$ cat src/rtl/vending_txn_controller_pkg.sv
// Shared definitions for the vending transaction controller: coin and item
// tables, FSM state encoding and small table-lookup helpers.
package vending_machine_def;

  localparam int kNumCoins = 3;
  localparam int kNumItems = 4;

  localparam logic [31:0] kCoinValue [kNumCoins] = '{32'd100, 32'd500, 32'd1000};
  localparam logic [31:0] kItemPrice [kNumItems] = '{32'd400, 32'd500, 32'd1000, 32'd2000};

  typedef enum logic [1:0] {
    IDLE,
    CREDIT,
    VEND,
    CHANGE
  } state_t;

  // Sum of the table entries whose bit is set; for a one-hot input this is
  // simply the value of the selected coin.
  function automatic logic [31:0] coin_value(input logic [kNumCoins-1:0] coin);
    logic [31:0] sum;
    sum = '0;
    for (int i = 0; i < kNumCoins; i++) begin
      if (coin[i]) sum = sum + kCoinValue[i];
    end
    return sum;
  endfunction

  function automatic logic [31:0] item_price(input logic [kNumItems-1:0] item);
    logic [31:0] sum;
    sum = '0;
    for (int i = 0; i < kNumItems; i++) begin
      if (item[i]) sum = sum + kItemPrice[i];
    end
    return sum;
  endfunction

endpackage

$ cat src/rtl/vending_txn_controller_if.sv
// Customer, hopper and status signals of the vending controller; the
// master side drives coins/selects/acks, the slave side is the controller.
interface vending_txn_controller_if;
  import vending_machine_def::*;

  logic [kNumCoins-1:0] i_input_coin;
  logic [kNumItems-1:0] i_select_item;
  logic                 i_trigger_return;
  logic                 i_coin_ack;
  logic [kNumItems-1:0] o_available_item;
  logic [kNumItems-1:0] o_output_item;
  logic [kNumCoins-1:0] o_return_coin;
  logic                 o_coin_reject;
  logic [31:0]          o_balance;
  logic                 o_busy;

  modport master (
    output i_input_coin, i_select_item, i_trigger_return, i_coin_ack,
    input  o_available_item, o_output_item, o_return_coin, o_coin_reject,
           o_balance, o_busy
  );

  modport slave (
    input  i_input_coin, i_select_item, i_trigger_return, i_coin_ack,
    output o_available_item, o_output_item, o_return_coin, o_coin_reject,
           o_balance, o_busy
  );
endinterface

$ cat src/rtl/vending_change_selector.sv
// Greedy change selection: picks the largest coin not exceeding the balance
// and reports it one-hot together with its value.
module vending_change_selector
  import vending_machine_def::*;
(
  input  logic [31:0]          balance,
  output logic [kNumCoins-1:0] coin,
  output logic [31:0]          value
);

  always_comb begin
    // NOTE: every output gets a default before the search so no path leaves it unassigned (no latch).
    coin  = '0;
    value = '0;
    for (int i = 0; i < kNumCoins; i++) begin
      // Coin table is ascending, so the last match is the largest fitting coin.
      if (balance >= kCoinValue[i]) begin
        coin     = '0;
        coin[i]  = 1'b1;
        value    = kCoinValue[i];
      end
    end
  end

endmodule

$ cat src/rtl/vending_txn_controller.sv
// Vending transaction controller: credits coins, vends affordable items,
// and returns change greedily after a return request or idle timeout.
module vending_txn_controller
  import vending_machine_def::*;
#(
  parameter int kWaitTime   = 10,
  parameter int kMaxBalance = 10000
) (
  input logic                  clk,
  input logic                  reset,
  vending_txn_controller_if.slave bus
);

  state_t               state;
  logic [31:0]          balance;
  logic [31:0]          timer;
  logic [kNumItems-1:0] vend_item;
  logic                 coin_reject;

  logic [31:0]          coin_val;
  logic [31:0]          sel_price;
  logic                 coin_ok;
  logic                 sel_ok;
  logic                 coin_seen;
  logic [kNumCoins-1:0] change_coin;
  logic [31:0]          change_value;

  vending_change_selector u_change_selector (
    .balance (balance),
    .coin    (change_coin),
    .value   (change_value)
  );

  assign coin_val  = coin_value(bus.i_input_coin);
  assign sel_price = item_price(bus.i_select_item);
  assign coin_seen = |bus.i_input_coin;
  // Sum in 33 bits so the ceiling compare can never wrap.
  assign coin_ok   = $onehot(bus.i_input_coin) &&
                     (({1'b0, balance} + {1'b0, coin_val}) <= 33'(kMaxBalance));
  assign sel_ok    = $onehot(bus.i_select_item) && (balance >= sel_price);

  always_ff @(posedge clk) begin
    // NOTE: sequential state uses non-blocking assignments so every register samples pre-edge values.
    if (reset) begin
      state       <= IDLE;
      balance     <= '0;
      timer       <= '0;
      vend_item   <= '0;
      coin_reject <= 1'b0;
    end else begin
      vend_item   <= '0;
      coin_reject <= 1'b0;
      unique case (state)
        IDLE, CREDIT: begin
          if (state == CREDIT && bus.i_trigger_return) begin
            state <= CHANGE;
            timer <= '0;
          end else if (coin_seen) begin
            // Any coin activity outranks a select in the same cycle.
            if (coin_ok) begin
              balance <= balance + coin_val;
              state   <= CREDIT;
              timer   <= 32'(kWaitTime);
            end else begin
              coin_reject <= 1'b1;
              if (state == CREDIT) begin
                if (timer <= 32'd1) begin
                  state <= CHANGE;
                  timer <= '0;
                end else begin
                  timer <= timer - 32'd1;
                end
              end
            end
          end else if (state == CREDIT && sel_ok) begin
            balance   <= balance - sel_price;
            vend_item <= bus.i_select_item;
            state     <= VEND;
          end else if (state == CREDIT) begin
            if (timer <= 32'd1) begin
              state <= CHANGE;
              timer <= '0;
            end else begin
              timer <= timer - 32'd1;
            end
          end
        end
        VEND: begin
          coin_reject <= coin_seen;
          if (balance != '0) begin
            state <= CREDIT;
            timer <= 32'(kWaitTime);
          end else begin
            state <= IDLE;
            timer <= '0;
          end
        end
        CHANGE: begin
          coin_reject <= coin_seen;
          if (bus.i_coin_ack) begin
            balance <= balance - change_value;
            if (balance == change_value) state <= IDLE;
          end
        end
        default: state <= IDLE;
      endcase
    end
  end

  always_comb begin
    bus.o_available_item = '0;
    for (int i = 0; i < kNumItems; i++) begin
      bus.o_available_item[i] = (state == CREDIT) && (balance >= kItemPrice[i]);
    end
  end

  assign bus.o_return_coin = (state == CHANGE) ? change_coin : '0;
  assign bus.o_output_item = vend_item;
  assign bus.o_coin_reject = coin_reject;
  assign bus.o_balance     = balance;
  assign bus.o_busy        = (state == VEND) || (state == CHANGE);

endmodule

$ cat src/flat_wrapper.sv
// flat-port wrapper written by rule: the top's interface ports become plain ports
module vending_txn_controller_flat import vending_machine_def::*;
#(
  parameter int kWaitTime   = 10,
  parameter int kMaxBalance = 10000
)
  (clk, reset, bus_i_input_coin, bus_i_select_item, bus_i_trigger_return, bus_i_coin_ack, bus_o_available_item, bus_o_output_item, bus_o_return_coin, bus_o_coin_reject, bus_o_balance, bus_o_busy);
  vending_txn_controller_if bus_i ();
  input logic clk;
  input logic reset;
  input wire logic [$bits(bus_i.i_input_coin)-1:0] bus_i_input_coin;
  input wire logic [$bits(bus_i.i_select_item)-1:0] bus_i_select_item;
  input wire logic [$bits(bus_i.i_trigger_return)-1:0] bus_i_trigger_return;
  input wire logic [$bits(bus_i.i_coin_ack)-1:0] bus_i_coin_ack;
  output wire logic [$bits(bus_i.o_available_item)-1:0] bus_o_available_item;
  output wire logic [$bits(bus_i.o_output_item)-1:0] bus_o_output_item;
  output wire logic [$bits(bus_i.o_return_coin)-1:0] bus_o_return_coin;
  output wire logic [$bits(bus_i.o_coin_reject)-1:0] bus_o_coin_reject;
  output wire logic [$bits(bus_i.o_balance)-1:0] bus_o_balance;
  output wire logic [$bits(bus_i.o_busy)-1:0] bus_o_busy;
  assign bus_i.i_input_coin = bus_i_input_coin;
  assign bus_i.i_select_item = bus_i_select_item;
  assign bus_i.i_trigger_return = bus_i_trigger_return;
  assign bus_i.i_coin_ack = bus_i_coin_ack;
  assign bus_o_available_item = bus_i.o_available_item;
  assign bus_o_output_item = bus_i.o_output_item;
  assign bus_o_return_coin = bus_i.o_return_coin;
  assign bus_o_coin_reject = bus_i.o_coin_reject;
  assign bus_o_balance = bus_i.o_balance;
  assign bus_o_busy = bus_i.o_busy;
  vending_txn_controller #(.kWaitTime(kWaitTime), .kMaxBalance(kMaxBalance)) u_core (.clk(clk), .reset(reset), .bus(bus_i));
endmodule
$ cat config.mk
export PLATFORM = sky130hd
export DESIGN_NAME = vending_txn_controller_flat
export DESIGN_NICKNAME = d
export VERILOG_FILES = /design/src/rtl/vending_txn_controller_pkg.sv /design/src/rtl/vending_txn_controller_if.sv /design/src/rtl/vending_change_selector.sv /design/src/rtl/vending_txn_controller.sv /design/src/flat_wrapper.sv
export SDC_FILE = /design/constraint.sdc
export NUM_CORES = 1
export LEC_CHECK = 0
export ABC_AREA = 1
export ABC_CLOCK_PERIOD_IN_PS = 8400
export CORE_UTILIZATION = 60
export CTS_CLUSTER_DIAMETER = 100
export CTS_CLUSTER_SIZE = 25
export DETAILED_ROUTE_END_ITERATION = 7
export HOLD_SLACK_MARGIN = 0.1
export PLACE_DENSITY = 0.84
export SLEW_MARGIN = 20
export SYNTH_ARGS = -nofsm -noshare
export SYNTH_HDL_FRONTEND = slang
export SYNTH_SLANG_ARGS = --single-unit
$ cat constraint.sdc
create_clock -name clk -period 8.4 [get_ports clk]
set_input_delay 2.1 -clock clk [delete_from_list [all_inputs] [get_ports clk]]
set_output_delay 2.1 -clock clk [all_outputs]
set_load 0.01 [all_outputs]
After elaboration in Yosys (flattened, before gate mapping)
Cells that the tools add are included.
{"block": "classes", "order_cmp": 8, "n_addsub": 15, "bitwise_logic": 2, "muxes": 42, "n_eq_ne": 12, "n_reduce_logical": 20}
{"cell": "$mux W32", "n": 18}
{"cell": "$pmux W32 S2", "n": 2}
{"cell": "$add A32 B10 Y32 const B", "n": 2}
{"cell": "$ge A32 B9 Y1 const B", "n": 2}
{"cell": "$sub A32 B32 Y32", "n": 2}
{"cell": "$add A32 B32 Y33", "n": 1}
{"cell": "$le A33 B14 Y1 const B", "n": 1}
{"cell": "$add A32 B11 Y32 const B", "n": 1}
{"cell": "$add A32 B32 Y32", "n": 1}
{"cell": "$eq A32 B32 Y1", "n": 1}
{"cell": "$ge A32 B10 Y1 const B", "n": 1}
{"cell": "$ge A32 B11 Y1 const B", "n": 1}
{"cell": "$ge A32 B32 Y1", "n": 1}
{"cell": "$ge A32 B7 Y1 const B", "n": 1}
{"cell": "$le A32 B1 Y1 const B", "n": 1}
{"cell": "$reduce_bool A32 Y1", "n": 1}
{"cell": "$sub A32 B1 Y32 const B", "n": 1}
{"cell": "$mux W2", "n": 8}
{"cell": "$mux W7", "n": 2}
{"cell": "$add A7 B9 Y10 const B", "n": 1}
{"cell": "$add A9 B9 Y10 const B", "n": 1}
{"cell": "$mux W3", "n": 3}
{"cell": "$mux W9", "n": 1}
{"cell": "$logic_and A1 B1 Y1", "n": 8}
{"cell": "24 further kinds", "n": 37}
{"block": "totals", "out_inout_bits": 45, "input_bits": 11, "ff_bits": 71, "elab_cells": 104}

Depth between registers and ports, before layout
Gate-level depths: netlist (run 1).
{"block": "logic_depth", "word_depth": 14, "ltp_mapped": 28, "depth_no_buf": 27}

By module
Synthesis (run 1) repeated with hierarchy kept, for this count alone.
{"block": "unflattened", "cells_unflattened": 1721, "hier_area_um2": 9994.6}
{"mod": "vending_txn_controller", "cells_per_inst": 1627, "seq_area_each_um2": 1421.4, "area_each_um2": 9495.4, "instances": 1}
{"mod": "vending_change_selector", "cells_per_inst": 94, "seq_area_each_um2": 0.0, "area_each_um2": 499.2, "instances": 1}

Worst setup path before layout (run 1)
No wires, ideal clock.
{"block": "synth_path", "kind": "input-to-reg", "from": "input bus_i_select_item[0]", "to": "register u_core.balance[26] (netlist: u_core.bus.o_balance[26])", "required_time_ps": 8287, "setup_slack_ps": 2836, "stages": 22, "arrival_time_ps": 5451, "cell_sequence": "inv_1 -> ha_1 -> inv_1 -> ha_1 -> ha_1 -> nor4_1 -> nand2_1 -> xnor2_1 -> inv_1 -> ha_1 -> nand2_1 -> nor2_1 -> nand4_1 -> o21ai_2 -> nor2_1 -> nand2_1 -> nand2_1 -> a21oi_4 -> nand2_4 -> buf_2 -> nor2_1 -> nor2_1"}
{"block": "synth_via", "elab_chain_len": 12, "word_cells_on_any_way": 20, "classes_between": "add/sub (6); order compare (1); eq/ne (2); mux (8); reduce/logical (3)"}
{"element": "start: declaration", "line_no": "flat_wrapper.sv:12", "rtl": "input wire logic [$bits(bus_i.i_select_item)-1:0] bus_i_select_item;"}
{"element": "$mux W9", "line_no": "vending_txn_controller_pkg.sv:33", "rtl": "if (item[i]) sum = sum + kItemPrice[i];"}
{"element": "$add A9 B9 Y10", "line_no": "vending_txn_controller_pkg.sv:33"}
{"element": "$mux W32", "line_no": "vending_txn_controller_pkg.sv:33"}
{"element": "$add A32 B10 Y32", "line_no": "vending_txn_controller_pkg.sv:33"}
{"element": "$mux W32", "line_no": "vending_txn_controller_pkg.sv:33"}
{"element": "$add A32 B11 Y32", "line_no": "vending_txn_controller_pkg.sv:33"}
{"element": "$mux W32", "line_no": "vending_txn_controller_pkg.sv:33"}
{"element": "$sub A32 B32 Y32 or $ge A32 B32 Y1 (tied branches)", "line_no": "vending_txn_controller.sv:76, vending_txn_controller.sv:40"}
{"element": "$mux W32 or $logic_and A1 B1 Y1 (tied branches)", "line_no": "vending_txn_controller.sv:75, vending_txn_controller.sv:40"}
{"element": "$mux W32 or $logic_and A1 B1 Y1 (tied branches)", "line_no": "vending_txn_controller.sv:58, vending_txn_controller.sv:75"}
{"element": "$mux W32 or $ne A3 B1 Y1 (tied branches)"}
{"element": "$pmux W32 S2 or $reduce_and A5 Y1 (tied branches)"}
{"element": "end signal: assignment", "line_no": "vending_txn_controller.sv:61", "rtl": "balance <= balance + coin_val;"}
{"element": "end signal: assignment", "line_no": "vending_txn_controller.sv:76", "rtl": "balance <= balance - sel_price;"}
{"element": "end signal: assignment", "line_no": "vending_txn_controller.sv:101", "rtl": "balance <= balance - change_value;"}
{"element": "end: declaration", "line_no": "vending_txn_controller.sv:15", "rtl": "logic [31:0] balance;"}
Several ways; a longest one is shown, not always the timed one. The select of a mux whose other input is x is not followed.
A chain may end at the register's enable or synchronous reset.

Worst setup path after layout (run 1)
{"block": "layout_path", "from": "input bus_i_select_item[0]", "to": "register u_core.balance[12] (netlist: u_core.bus.o_balance[12])"}
The elaborated chain is that of the path after synthesis.

==> summary.md, run 1 <==
| Metric | Value |
|---|---|
| Gate count of the mapped netlist | 1446 |
| CTS Buf Count | 9 |
| Most frequently used flop master after synthesis | sky130_fd_sc_hd__dfxtp_1 |
| # Post-CTS Setup Buffers | 0 |
| Total number of nets in the final design | 1521 |
| Power density over the cells | 406 nW/µm² |
| Terminating pin of the worst hold path | u_core.timer[14]$_SDFFE_PP0P_ |
| Reg-to-Reg End | u_core.bus.o_balance[20]$_SDFFE_PP0P_ |
| Post-Route Skew | 0.0152 ns |
| Hold Path Origin | u_core.timer[14]$_SDFFE_PP0P_ |
| Setup TNS | 0 ns |
| Setup WS post-layout | 1.57 ns |
| Critical path data required time | 8.69 ns |
| Final setup violation count | 0 |
| Iteration count of the initial detailed-routing pass | 7 |
| Routability cong. | 0.983 |
| Total routing resource utilization after global routing | 38.5% |
| Clock Sink Count | 69 |
| Fraction of final layout cells sized beyond drive strength 1 | 4.23% |
| Post-detailed-routing wire length | 26700 µm |
| Floorplan Core Area | 13300 µm² |
| Data arrival time of the critical path | 7.12 ns |
| Root Buffer | sky130_fd_sc_hd__clkbuf_16 |
| Syn Area/Cell | 5.68 µm² |
| Ys Warns | 0 |
| Number of synthesized register bits | 69 |
| Synthesis-to-finish area growth | 10.3% |
| Area of the die | 14200 µm² |
| CTS Hold Bufs | 0 |
| Worst slew pin tran | 1.13 ns |
| Setup repair after global routing missed its margin | no |
| Pin count of the biggest net entering global routing | 43 |
| CTS Buffer Depth | 2 |
| Clk slew on worst S/H paths | 0.07 ns |
| Number of nets with antenna violations after routing | 0 |
| Max-slew violation total from the final report | 0 |
| Iter 0 DRT Violations | 1010 |
| Outcome | complete, no violations |
| Number of cells on the worst reg-to-reg path | 23 |
| Number of ports placed on the die boundary | 56 |
| Worst Path Max Fanout | 27 |
| Hold violation count in the final report | 0 |
| Class of the most critical setup path | in2reg |
| Count of flip-flops with a built-in enable after synthesis | 0 |
| Number of distinct library cell variants in the gate-level netlist after synthesis | 51 |
| Clock latency reported for the late side of the worst-skew pair | 0.36 ns |
| Leakage | 4.37 nW |
| DIE HEIGHT | 119 µm |
| Number of antenna repair diodes | 0 |
| Critical R2R Launch | u_core.bus.o_balance[26]$_SDFFE_PP0P_ |
| # Max-Cap Violations | 0 |
| Critical Path Sink Type | flop |
| CTS HTree Levels | 3 |
| Share of the clock period used by the worst path | 81.3% |
| Starting utilization of the core area | 61.8% |
| Synthesized area | 8210 µm² |
| CTS tree | built |
| Total global routing overflow | 0 |
| Startpoint kind of the worst setup timing path | primary input |
| Input/output buffers | 53 |
| Sequential area share after synthesis | 16.8% |
| Relative slew slack | 24.4% |
| Hold/Removal Path Class | reg2reg |
| Final routed DRC violation total | 0 |
| Post-cts gate resize count | 0 |
| Detail Placement HPWL | 20100 µm |
| Share of synthesized registers carrying an async set or reset | 0% |
| Clock period minus worst slack | 6.83 ns |
| Via count of the first global-routing pass | 8523 |
| Initial antenna violation count | 0 |
| Routed len/inst | 16.3 µm |
| Die width | 119 µm |
| Worst hold path stage count | 2 |
| Global-route wire length before repair | 43000 µm |
| Pre-CTS setup slack | 1.35 ns |
| Peak ir drop on the vdd network | 0.240 mV |
| Worst reg2reg setup slack | 3.52 ns |
| Total via count in the routed design | 9577 |
| Via density | 5.84 |
| # rows | 42 |
| Maximum clock rate | 147 MHz |
-- worst max path at each step --
stage / from / to / slack (ns)
floorplan: bus_i_select_item[0] / u_core.bus.o_balance[26]$_SDFFE_PP0P_ / 2.84
global placement: bus_i_select_item[0] / u_core.bus.o_balance[27]$_SDFFE_PP0P_ / 1.56
detailed placement: bus_i_select_item[0] / u_core.bus.o_balance[24]$_SDFFE_PP0P_ / 1.35
CTS: bus_i_select_item[0] / u_core.bus.o_balance[24]$_SDFFE_PP0P_ / 1.67
global route: bus_i_select_item[0] / u_core.bus.o_balance[4]$_SDFFE_PP0P_ / 1.07
finish: bus_i_select_item[0] / u_core.bus.o_balance[12]$_SDFFE_PP0P_ / 1.57
-- registers in the layout (all words and copies together), names as in the netlist --
signal                    flops
u_core.bus.o_balance         30
u_core.bus.o_coin_reject      1
u_core.bus.o_output_item      4
u_core.state                  2
u_core.timer                 32
-- worst max-delay path, cell delays in order --
cell and delay, ns:
sky130_fd_sc_hd__clkdlybuf4s50_1 0.42, sky130_fd_sc_hd__inv_1 0.15, sky130_fd_sc_hd__ha_1 0.25, sky130_fd_sc_hd__inv_1 0.08, sky130_fd_sc_hd__ha_1 0.29, sky130_fd_sc_hd__ha_1 0.18, sky130_fd_sc_hd__nor4_1 0.44, sky130_fd_sc_hd__nand2_1 0.12
sky130_fd_sc_hd__xnor2_1 0.17, sky130_fd_sc_hd__inv_1 0.06, sky130_fd_sc_hd__ha_1 0.34, sky130_fd_sc_hd__nand2_1 0.09, sky130_fd_sc_hd__nor2_1 0.20, sky130_fd_sc_hd__nand4_1 0.16, sky130_fd_sc_hd__o21ai_2 0.30, sky130_fd_sc_hd__nor2_1 0.17
sky130_fd_sc_hd__nand2_1 0.17, sky130_fd_sc_hd__nand2_1 0.14, sky130_fd_sc_hd__a21oi_4 0.39, sky130_fd_sc_hd__buf_4 0.34, sky130_fd_sc_hd__nand2_4 0.23, sky130_fd_sc_hd__nand2_1 0.12, sky130_fd_sc_hd__nand2_1 0.05, sky130_fd_sc_hd__nor2_1 0.12
-- per-stage QoR --
| stage | hold WS (ns) | power, W | cell area [µm²] | util, % | instances |
|---|---|---|---|---|---|
| floorplan | 0.458 | 0.00249 | 8220 | - | 1447 |
| global placement | 0.473 | 0.00311 | 8730 | 65.6 | 1624 |
| detailed placement | 0.479 | 0.00315 | 8730 | 65.6 | 1624 |
| CTS | 0.490 | 0.00361 | 9060 | 68.1 | 1640 |
| global route | 0.513 | 0.00399 | 9060 | 68.1 | 1640 |
| finish | 0.486 | 0.00368 | 9060 | 68.1 | 1640 |
-- per-layer routing --
metal,vias to the layer above,share of wire (%),global-route usage [%]
met3,126,9.5,7.47
li1,4724,-,-
met5,-,0,0
met1,4193,40,48.1
met4,0,6.3,24.7
met2,534,44,60.3
-- cell usage in the layout (no fill, tap or decap), types with 10 or more instances in the layout --
master / n
sky130_fd_sc_hd__nand2_1: 385
sky130_fd_sc_hd__nor2_1: 227
sky130_fd_sc_hd__inv_1: 150
sky130_fd_sc_hd__nand3_1: 122
sky130_fd_sc_hd__a21oi_1: 103
sky130_fd_sc_hd__dfxtp_1: 69
sky130_fd_sc_hd__o21ai_0: 68
sky130_fd_sc_hd__clkdlybuf4s50_1: 53
sky130_fd_sc_hd__xor2_1: 46
sky130_fd_sc_hd__ha_1: 45
sky130_fd_sc_hd__nor3_1: 29
sky130_fd_sc_hd__nand4_1: 26
sky130_fd_sc_hd__xnor2_1: 16
sky130_fd_sc_hd__inv_2: 11
sky130_fd_sc_hd__nor2_2: 10
-- where the power goes --
part | switching [W] | internal (W)
clock network | 0.000179 | 0.000266
logic | 0.00165 | 0.000892
registers | 0.000255 | 0.000440
total | 0.00208 | 0.00160
-- layout make-up --
cell class,instances,area (µm²)
timing repair buffer,57,561
inverter,163,612
sequential,69,1380
multi-input combinational,1159,5950
clock inverter,7,105
tap,176,220
clock buffer,9,225
fill,1276,4240
-- cell families after synthesis --
| family | share of synthesized area (%) |
|---|---|
| fa+ha+maj | 8.32 |
| buf+inv | 10.8 |
| compound gates | 13.6 |
| flops | 16.8 |
| simple gates | 43.8 |
| other cells | 0.0457 |
| xor+xnor | 6.61 |
-- synth_stat cells (7+ instances only) --
master	number	area [µm²]
sky130_fd_sc_hd__xnor2_1	16	140
sky130_fd_sc_hd__nand2_1	385	1450
sky130_fd_sc_hd__a21oi_1	103	515
sky130_fd_sc_hd__nand3_1	122	611
sky130_fd_sc_hd__inv_1	151	567
sky130_fd_sc_hd__buf_2	20	100
sky130_fd_sc_hd__o21ai_0	68	340
sky130_fd_sc_hd__nand4_1	26	163
sky130_fd_sc_hd__clkbuf_1	27	101
sky130_fd_sc_hd__inv_2	11	41.3
sky130_fd_sc_hd__nor4_1	9	56.3
sky130_fd_sc_hd__o211ai_1	7	52.6
sky130_fd_sc_hd__nand3b_1	9	67.6
sky130_fd_sc_hd__nor3_1	29	145
sky130_fd_sc_hd__nor2_2	9	56.3
sky130_fd_sc_hd__nor2_1	228	856
sky130_fd_sc_hd__ha_1	45	563
sky130_fd_sc_hd__dfxtp_1	69	1380
sky130_fd_sc_hd__xor2_1	46	403
sky130_fd_sc_hd__a31oi_1	8	50.1
Note: power is estimated with default switching activity, not from simulation.
==> run 2: changes to the inputs <==
--- a/config.mk
+++ b/config.mk
@@ -6,13 +6,13 @@
 export NUM_CORES = 1
 export LEC_CHECK = 0
 export ABC_AREA = 1
-export ABC_CLOCK_PERIOD_IN_PS = 8400
-export CORE_UTILIZATION = 60
+export ABC_CLOCK_PERIOD_IN_PS = 6000
+export CORE_UTILIZATION = 55
 export CTS_CLUSTER_DIAMETER = 100
 export CTS_CLUSTER_SIZE = 25
 export DETAILED_ROUTE_END_ITERATION = 7
 export HOLD_SLACK_MARGIN = 0.1
-export PLACE_DENSITY = 0.84
+export PLACE_DENSITY = 0.81
 export SLEW_MARGIN = 20
 export SYNTH_ARGS = -nofsm -noshare
 export SYNTH_HDL_FRONTEND = slang
==> constraint.sdc (replaced) <==
create_clock -name clk -period 6 [get_ports clk]
set_input_delay 1.5 -clock clk [delete_from_list [all_inputs] [get_ports clk]]
set_output_delay 1.5 -clock clk [all_outputs]
set_load 0.01 [all_outputs]
==> run 2 against run 1 <==
Global-route usage fell by 4.1 points. Sequential share of layout area fell by 0.12 points. Clock power rose by 21%. Total power rose by 39%. Clock skew fell by 0.0078 ns. Final cell count rose by 1.0%. Register-to-register slack got worse by 2.7 ns. Die area rose by 8.9%. Via count rose by 0.74%. Count of clock-buffer cells in the layout rose by 5. Wire length fell by 0.63%. Worst setup slack got worse by 1.1 ns. Critical endpoint is now u_core.bus.o_balance[19]$_SDFFE_PP0P_.
==> summary.md, run 2 (same netlist as run 1, synthesis figures left out) <==
| Metric | Value |
|---|---|
| Outcome | complete, no violations |
| Data arrival time of the critical path | 5.77 ns |
| DIE HEIGHT | 124 µm |
| Number of nets with antenna violations after routing | 0 |
| Non-filler cells in the finished layout | 1657 |
| Final Total Pwr | 0.00512 W |
| CTS Buffer Depth | 2 |
| Post-Route Skew | 0.00748 ns |
| Number of cells on the worst reg-to-reg path | 26 |
| CTS Hold Bufs | 0 |
| Power density over the cells | 561 nW/µm² |
| Routed len/inst | 16.0 µm |
| Maximum clock rate | 181 MHz |
| Max-slew violation total from the final report | 0 |
| Number of antenna repair diodes | 0 |
| Hold/Removal Path Class | reg2reg |
| Hold Path Origin | u_core.timer[14]$_SDFFE_PP0P_ |
| Clk slew on worst S/H paths | 0.06 ns |
| Worst slew pin tran | 0.999 ns |
| Initial antenna violation count | 0 |
| Biggest register | u_core.timer |
| Input/output buffers | 53 |
| Final core area utilization | 62.8% |
| Terminating pin of the worst hold path | u_core.timer[14]$_SDFFE_PP0P_ |
| Final routed DRC violation total | 0 |
| Worst hold path stage count | 2 |
| CTS HTree Levels | 3 |
| Area of the die | 15400 µm² |
| Post-detailed-routing wire length | 26600 µm |
| Critical R2R Launch | u_core.bus.o_balance[17]$_SDFFE_PP0P_ |
| Commonest cells after routing, fill and taps aside | sky130_fd_sc_hd__nand2_1, sky130_fd_sc_hd__nor2_1, sky130_fd_sc_hd__inv_1 |
| Total global routing overflow | 0 |
| CTS tree | built |
| Reg-to-Reg End | u_core.bus.o_balance[17]$_SDFFE_PP0P_ |
| Post-cts gate resize count | 0 |
| Via density | 5.82 |
| Share of the clock period used by the worst path | 92.2% |
| Startpoint kind of the worst setup timing path | primary input |
| Number of ports placed on the die boundary | 56 |
| Starting utilization of the core area | 56.5% |
| Setup TNS | 0 ns |
| Most common cell after layout, fill and taps aside | sky130_fd_sc_hd__nand2_1 |
| Final setup violation count | 0 |
| Total routing resource utilization after global routing | 34.3% |
| Fraction of final layout cells sized beyond drive strength 1 | 4.62% |
| Iteration count of the initial detailed-routing pass | 7 |
| Total number of nets in the final design | 1531 |
| Placed cell count | 1642 |
| Synthesis-to-finish area growth | 11.2% |
| Relative slew slack | 33.3% |
| Floorplan Core Area | 14500 µm² |
| Total via count in the routed design | 9648 |
| Hold violation count in the final report | 0 |
| Leakage | 4.41 nW |
| Worst hold slack | 0.488 ns |
| Max FFs per register | 32 |
| Class of the most critical setup path | in2reg |
| Global-route wire length before repair | 43300 µm |
| Die width | 124 µm |
| # Post-CTS Setup Buffers | 0 |
| Routability cong. | 0.987 |
| Root Buffer | sky130_fd_sc_hd__clkbuf_16 |
| Worst reg2reg setup slack | 0.85 ns |
| Clock latency reported for the late side of the worst-skew pair | 0.34 ns |
| # Max-Cap Violations | 0 |
| Peak ir drop on the vdd network | 0.352 mV |
| # rows | 44 |
| Worst Path Max Fanout | 5 |
| Clock Sink Count | 69 |
| Setup repair after global routing missed its margin | no |
| Clock period minus worst slack | 5.53 ns |
| CTS Buf Count | 9 |
| Via count of the first global-routing pass | 8712 |
| Iter 0 DRT Violations | 915 |
| Critical Path Sink Type | flop |
| Critical path data required time | 6.23 ns |
| Fillcell total | 1462 |
| Detail Placement HPWL | 20200 µm |
| Pin count of the biggest net entering global routing | 42 |
## run 2: cell types whose count changed in the layout (fill, tap and decap cells not counted), moves of 2 or more
| cell | change |
|---|---|
| sky130_fd_sc_hd__buf_12 | +2 |
| sky130_fd_sc_hd__buf_4 | +8 |
| sky130_fd_sc_hd__clkbuf_1 | +3 |
| sky130_fd_sc_hd__clkbuf_8 | +2 |
| sky130_fd_sc_hd__inv_6 | -3 |
## run 2: worst max-delay path by stage
stage | start | to | cells after the start
6_report | bus_i_select_item[0] | u_core.bus.o_balance[19]$_SDFFE_PP0P_ | 22
3_5_place_dp | bus_i_select_item[0] | u_core.bus.o_balance[19]$_SDFFE_PP0P_ | 22
3_3_place_gp | bus_i_select_item[0] | u_core.bus.o_balance[19]$_SDFFE_PP0P_ | 22
2_1_floorplan | bus_i_select_item[0] | u_core.bus.o_balance[26]$_SDFFE_PP0P_ | 22
5_1_grt | bus_i_select_item[0] | u_core.bus.o_balance[19]$_SDFFE_PP0P_ | 22
4_1_cts | bus_i_select_item[0] | u_core.bus.o_balance[19]$_SDFFE_PP0P_ | 22
## run 2: metal layers
layer  routed length [µm]  GRT usage (%)  up-vias
li1                     -              -     4725
met1                11400           46.2     4314
met2                11600           54.9      502
met3                 2360           5.34      107
met4                 1140           13.3        0
met5                    0              0        -
## run 2: final cells by class
cell class                 count  area, µm²  share of cell area (%)
multi-input combinational   1159       5950                    65.2
inverter                     163        612                    6.70
sequential                    69       1380                    15.1
timing repair buffer          67        661                    7.23
tap                          184        230                    2.52
clock inverter                 1       30.0                   0.329
clock buffer                  14        264                    2.89
## run 2: where the power goes
part           switching [W]  total [W]  internal, W
Clock               0.000196   0.000538     0.000343
Sequential          0.000359   0.000975     0.000616
Combinational        0.00232    0.00361      0.00129
Total                0.00287    0.00512      0.00225
## run 2: through the flow
stage	worst slack (ns)	area, µm²
detailed placement	0.167	8840
global placement	0.367	8840
global route	0.0882	9130
CTS	0.510	9130
finish	0.466	9130
floorplan	1.04	8220
## run 2: worst max-delay path: stages
cell and delay [ns]:
sky130_fd_sc_hd__clkdlybuf4s50_1 0.42, sky130_fd_sc_hd__inv_1 0.15, sky130_fd_sc_hd__ha_1 0.25, sky130_fd_sc_hd__inv_1 0.09, sky130_fd_sc_hd__ha_1 0.30, sky130_fd_sc_hd__ha_1 0.18, sky130_fd_sc_hd__nor4_1 0.41, sky130_fd_sc_hd__nand2_1 0.13
sky130_fd_sc_hd__xnor2_1 0.17, sky130_fd_sc_hd__inv_1 0.06, sky130_fd_sc_hd__ha_1 0.33, sky130_fd_sc_hd__a21oi_1 0.25, sky130_fd_sc_hd__o21ai_0 0.13, sky130_fd_sc_hd__a21oi_1 0.13, sky130_fd_sc_hd__o21ai_0 0.24, sky130_fd_sc_hd__nor2_1 0.33
sky130_fd_sc_hd__xor2_1 0.18, sky130_fd_sc_hd__a21oi_1 0.08, sky130_fd_sc_hd__a21oi_1 0.19, sky130_fd_sc_hd__nand3_1 0.11, sky130_fd_sc_hd__nand2_1 0.08, sky130_fd_sc_hd__nor2_1 0.05
==> run 3: changes to the inputs <==
--- a/config.mk
+++ b/config.mk
@@ -6,13 +6,13 @@
 export NUM_CORES = 1
 export LEC_CHECK = 0
 export ABC_AREA = 1
-export ABC_CLOCK_PERIOD_IN_PS = 6000
-export CORE_UTILIZATION = 55
+export ABC_CLOCK_PERIOD_IN_PS = 6700
+export CORE_UTILIZATION = 60
 export CTS_CLUSTER_DIAMETER = 100
 export CTS_CLUSTER_SIZE = 25
 export DETAILED_ROUTE_END_ITERATION = 7
 export HOLD_SLACK_MARGIN = 0.1
-export PLACE_DENSITY = 0.81
+export PLACE_DENSITY = 0.84
 export SLEW_MARGIN = 20
 export SYNTH_ARGS = -nofsm -noshare
 export SYNTH_HDL_FRONTEND = slang
==> constraint.sdc (replaced) <==
create_clock -name clk -period 6.7 [get_ports clk]
set_input_delay 1.675 -clock clk [delete_from_list [all_inputs] [get_ports clk]]
set_output_delay 1.675 -clock clk [all_outputs]
set_load 0.01 [all_outputs]
==> run 3 against run 2 <==
Via count decreased by 0.45%. Combinational power shrank 11%. Flip-flop and latch count unchanged. Sequential power is 10% lower. First-iteration DRC count up 17%. Global-route usage grew 4.1 points. Sequential share of layout area up 0.073 points. Final cell count decreased by 0.66%. Utilization up 5.5 points. Critical path type unchanged. Critical endpoint is now u_core.bus.o_balance[18]$_SDFFE_PP0P_. Largest cell class unchanged.
==> summary.md, run 3 (same netlist as run 1, synthesis figures left out) <==
| Metric | Value |
|---|---|
| Clock latency reported for the late side of the worst-skew pair | 0.35 ns |
| Synthesis-to-finish area growth | 10.6% |
| Post-Route Skew | 0.00531 ns |
| Critical path data required time | 6.94 ns |
| Biggest register | u_core.timer |
| Setup TNS | 0 ns |
| Worst Path Max Fanout | 25 |
| Share of power burned in the clock network | 11.5% |
| DIE HEIGHT | 119 µm |
| Summed area of non-filler cells in the final layout | 9090 µm² |
| CTS tree | built |
| Final routed DRC violation total | 0 |
| Sequential group share of total power | 18.8% |
| Number of ports placed on the die boundary | 56 |
| Multi-input logic area | 5950 µm² |
| CTS Buffer Depth | 2 |
| Post-detailed-routing wire length | 27000 µm |
| Peak ir drop on the vdd network | 0.321 mV |
| Number of antenna repair diodes | 0 |
| Maximum clock rate | 160 MHz |
| Clock period minus worst slack | 6.26 ns |
| Setup repair after global routing missed its margin | no |
| CTS HTree Levels | 3 |
| Starting utilization of the core area | 61.8% |
| Worst slew pin tran | 1.07 ns |
| CTS Buf Count | 9 |
| Final core area utilization | 68.4% |
| Total number of nets in the final design | 1527 |
| Cell-internal power | 0.00201 W |
| Post-cts gate resize count | 0 |
| Input/output buffers | 53 |
| Pre-CTS setup slack | 0.238 ns |
| Die width | 119 µm |
| Critical Path Sink Type | flop |
| Routability cong. | 1.06 |
| Worst hold slack | 0.486 ns |
| Detail Placement HPWL | 20400 µm |
| Hold/Removal Path Class | reg2reg |
| Class of the most critical setup path | in2reg |
| Max-slew violation total from the final report | 0 |
| Total via count in the routed design | 9605 |
| Commonest cells after routing, fill and taps aside | sky130_fd_sc_hd__nand2_1, sky130_fd_sc_hd__nor2_1, sky130_fd_sc_hd__inv_1 |
| Area of the die | 14200 µm² |
| Global-route wire length before repair | 43100 µm |
| Total global routing overflow | 0 |
| Placement-stage cell area | 8770 µm² |
| Hold violation count in the final report | 0 |
| Floorplan Core Area | 13300 µm² |
| Root Buffer | sky130_fd_sc_hd__clkbuf_16 |
| Power density over the cells | 511 nW/µm² |
| CTS Hold Bufs | 0 |
| # Post-CTS Setup Buffers | 0 |
| Fraction of power consumed by combinational cells | 69.7% |
| Initial antenna violation count | 0 |
| Clock Sink Count | 69 |
| # rows | 42 |
| Share of the clock period used by the worst path | 93.4% |
| Data arrival time of the critical path | 6.50 ns |
| Pin count of the biggest net entering global routing | 43 |
| Sequential standard cell area | 1380 µm² |
| Fraction of final layout cells sized beyond drive strength 1 | 4.63% |
| Max FFs per register | 32 |
| Fraction of power spent switching nets | 56.8% |
| # Max-Cap Violations | 0 |
| Most common cell after layout, fill and taps aside | sky130_fd_sc_hd__nand2_1 |
| Leakage | 4.39 nW |
| Relative slew slack | 28.4% |
| Clk slew on worst S/H paths | 0.06 ns |
| Iter 0 DRT Violations | 1070 |
| Startpoint kind of the worst setup timing path | primary input |
| Final setup violation count | 0 |
| Via density | 5.84 |
| Routed len/inst | 16.4 µm |
| Outcome | complete, no violations |
| Iteration count of the initial detailed-routing pass | 6 |
| Number of nets with antenna violations after routing | 0 |
| Switching power total | 0.00263 W |
| Total routing resource utilization after global routing | 38.4% |
| Setup WS post-layout | 0.441 ns |
| Via count of the first global-routing pass | 8545 |
| Fillcell total | 1294 |
[run 3: cell types whose count changed in the layout (fill, tap and decap cells not counted)]
cell and change:
sky130_fd_sc_hd__clkbuf_1 -3, sky130_fd_sc_hd__buf_4 -2, sky130_fd_sc_hd__buf_12 -2, sky130_fd_sc_hd__bufinv_16 +1
sky130_fd_sc_hd__inv_1 -1, sky130_fd_sc_hd__clkinv_1 +1, sky130_fd_sc_hd__clkbuf_8 -2, sky130_fd_sc_hd__clkinv_2 +3
sky130_fd_sc_hd__clkinvlp_4 +2
[run 3: through the flow]
stage                     std cells  power, W
after global routing           1646   0.00503
after detailed placement       1630   0.00398
after CTS                      1646   0.00455
final                          1646   0.00464
after floorplan                1447   0.00313
after global placement         1630   0.00393
[run 3: area by class of cell]
class | instances | share of cell area [%]
clock inverter | 7 | 0.991
sequential | 69 | 15.2
timing repair buffer | 63 | 6.66
clock buffer | 9 | 2.48
multi-input combinational | 1159 | 65.5
inverter | 163 | 6.73
tap | 176 | 2.42
[run 3: path summary, 6_finish.rpt]
check / slack [ns] / cells past startpoint / endpoint / start
hold reg to reg: 0.49 / 2 / u_core.timer[6]$_SDFFE_PP0P_ / u_core.timer[6]$_SDFFE_PP0P_
hold / removal: 0.49 / 2 / u_core.timer[6]$_SDFFE_PP0P_ / u_core.timer[6]$_SDFFE_PP0P_
setup / recovery: 0.44 / 22 / u_core.bus.o_balance[18]$_SDFFE_PP0P_ / bus_i_select_item[1]
setup reg to reg: 1.69 / 24 / u_core.bus.o_balance[31]$_SDFFE_PP0P_ / u_core.bus.o_balance[17]$_SDFFE_PP0P_
[run 3: power groups by stage]
stage / combinational, W / sequential (W) / clock (W)
6_report: 0.00323 / 0.000873 / 0.000533
5_1_grt: 0.00359 / 0.000884 / 0.000551
4_1_cts: 0.00315 / 0.000857 / 0.000535
3_5_place_dp: 0.00311 / 0.000864 / 0
3_3_place_gp: 0.00307 / 0.000863 / 0
2_1_floorplan: 0.00240 / 0.000727 / 0
[run 3: critical path, cell delays in order]
cell and delay (ns):
sky130_fd_sc_hd__clkdlybuf4s50_1 0.58, sky130_fd_sc_hd__ha_1 0.27, sky130_fd_sc_hd__inv_1 0.08, sky130_fd_sc_hd__ha_1 0.29, sky130_fd_sc_hd__ha_1 0.19, sky130_fd_sc_hd__nor4_1 0.46
sky130_fd_sc_hd__nand2_1 0.13, sky130_fd_sc_hd__xnor2_1 0.20, sky130_fd_sc_hd__inv_1 0.06, sky130_fd_sc_hd__ha_1 0.35, sky130_fd_sc_hd__nand2_1 0.08, sky130_fd_sc_hd__nor2_1 0.19
sky130_fd_sc_hd__nand4_1 0.14, sky130_fd_sc_hd__o21ai_2 0.29, sky130_fd_sc_hd__nor2_1 0.18, sky130_fd_sc_hd__nand2_1 0.18, sky130_fd_sc_hd__nand2_1 0.15, sky130_fd_sc_hd__a21oi_4 0.38
sky130_fd_sc_hd__buf_4 0.34, sky130_fd_sc_hd__nand3_1 0.12, sky130_fd_sc_hd__nand2_1 0.08, sky130_fd_sc_hd__nor2_1 0.05
[run 3: per-layer routing]
layer / global-route usage, % / vias to the layer above / wire length [µm]
li1: - / 4709 / -
met1: 49.0 / 4275 / 11300
met2: 60.6 / 528 / 12000
met3: 8.57 / 93 / 2670
met4: 19.5 / 0 / 1130
met5: 0 / - / 0
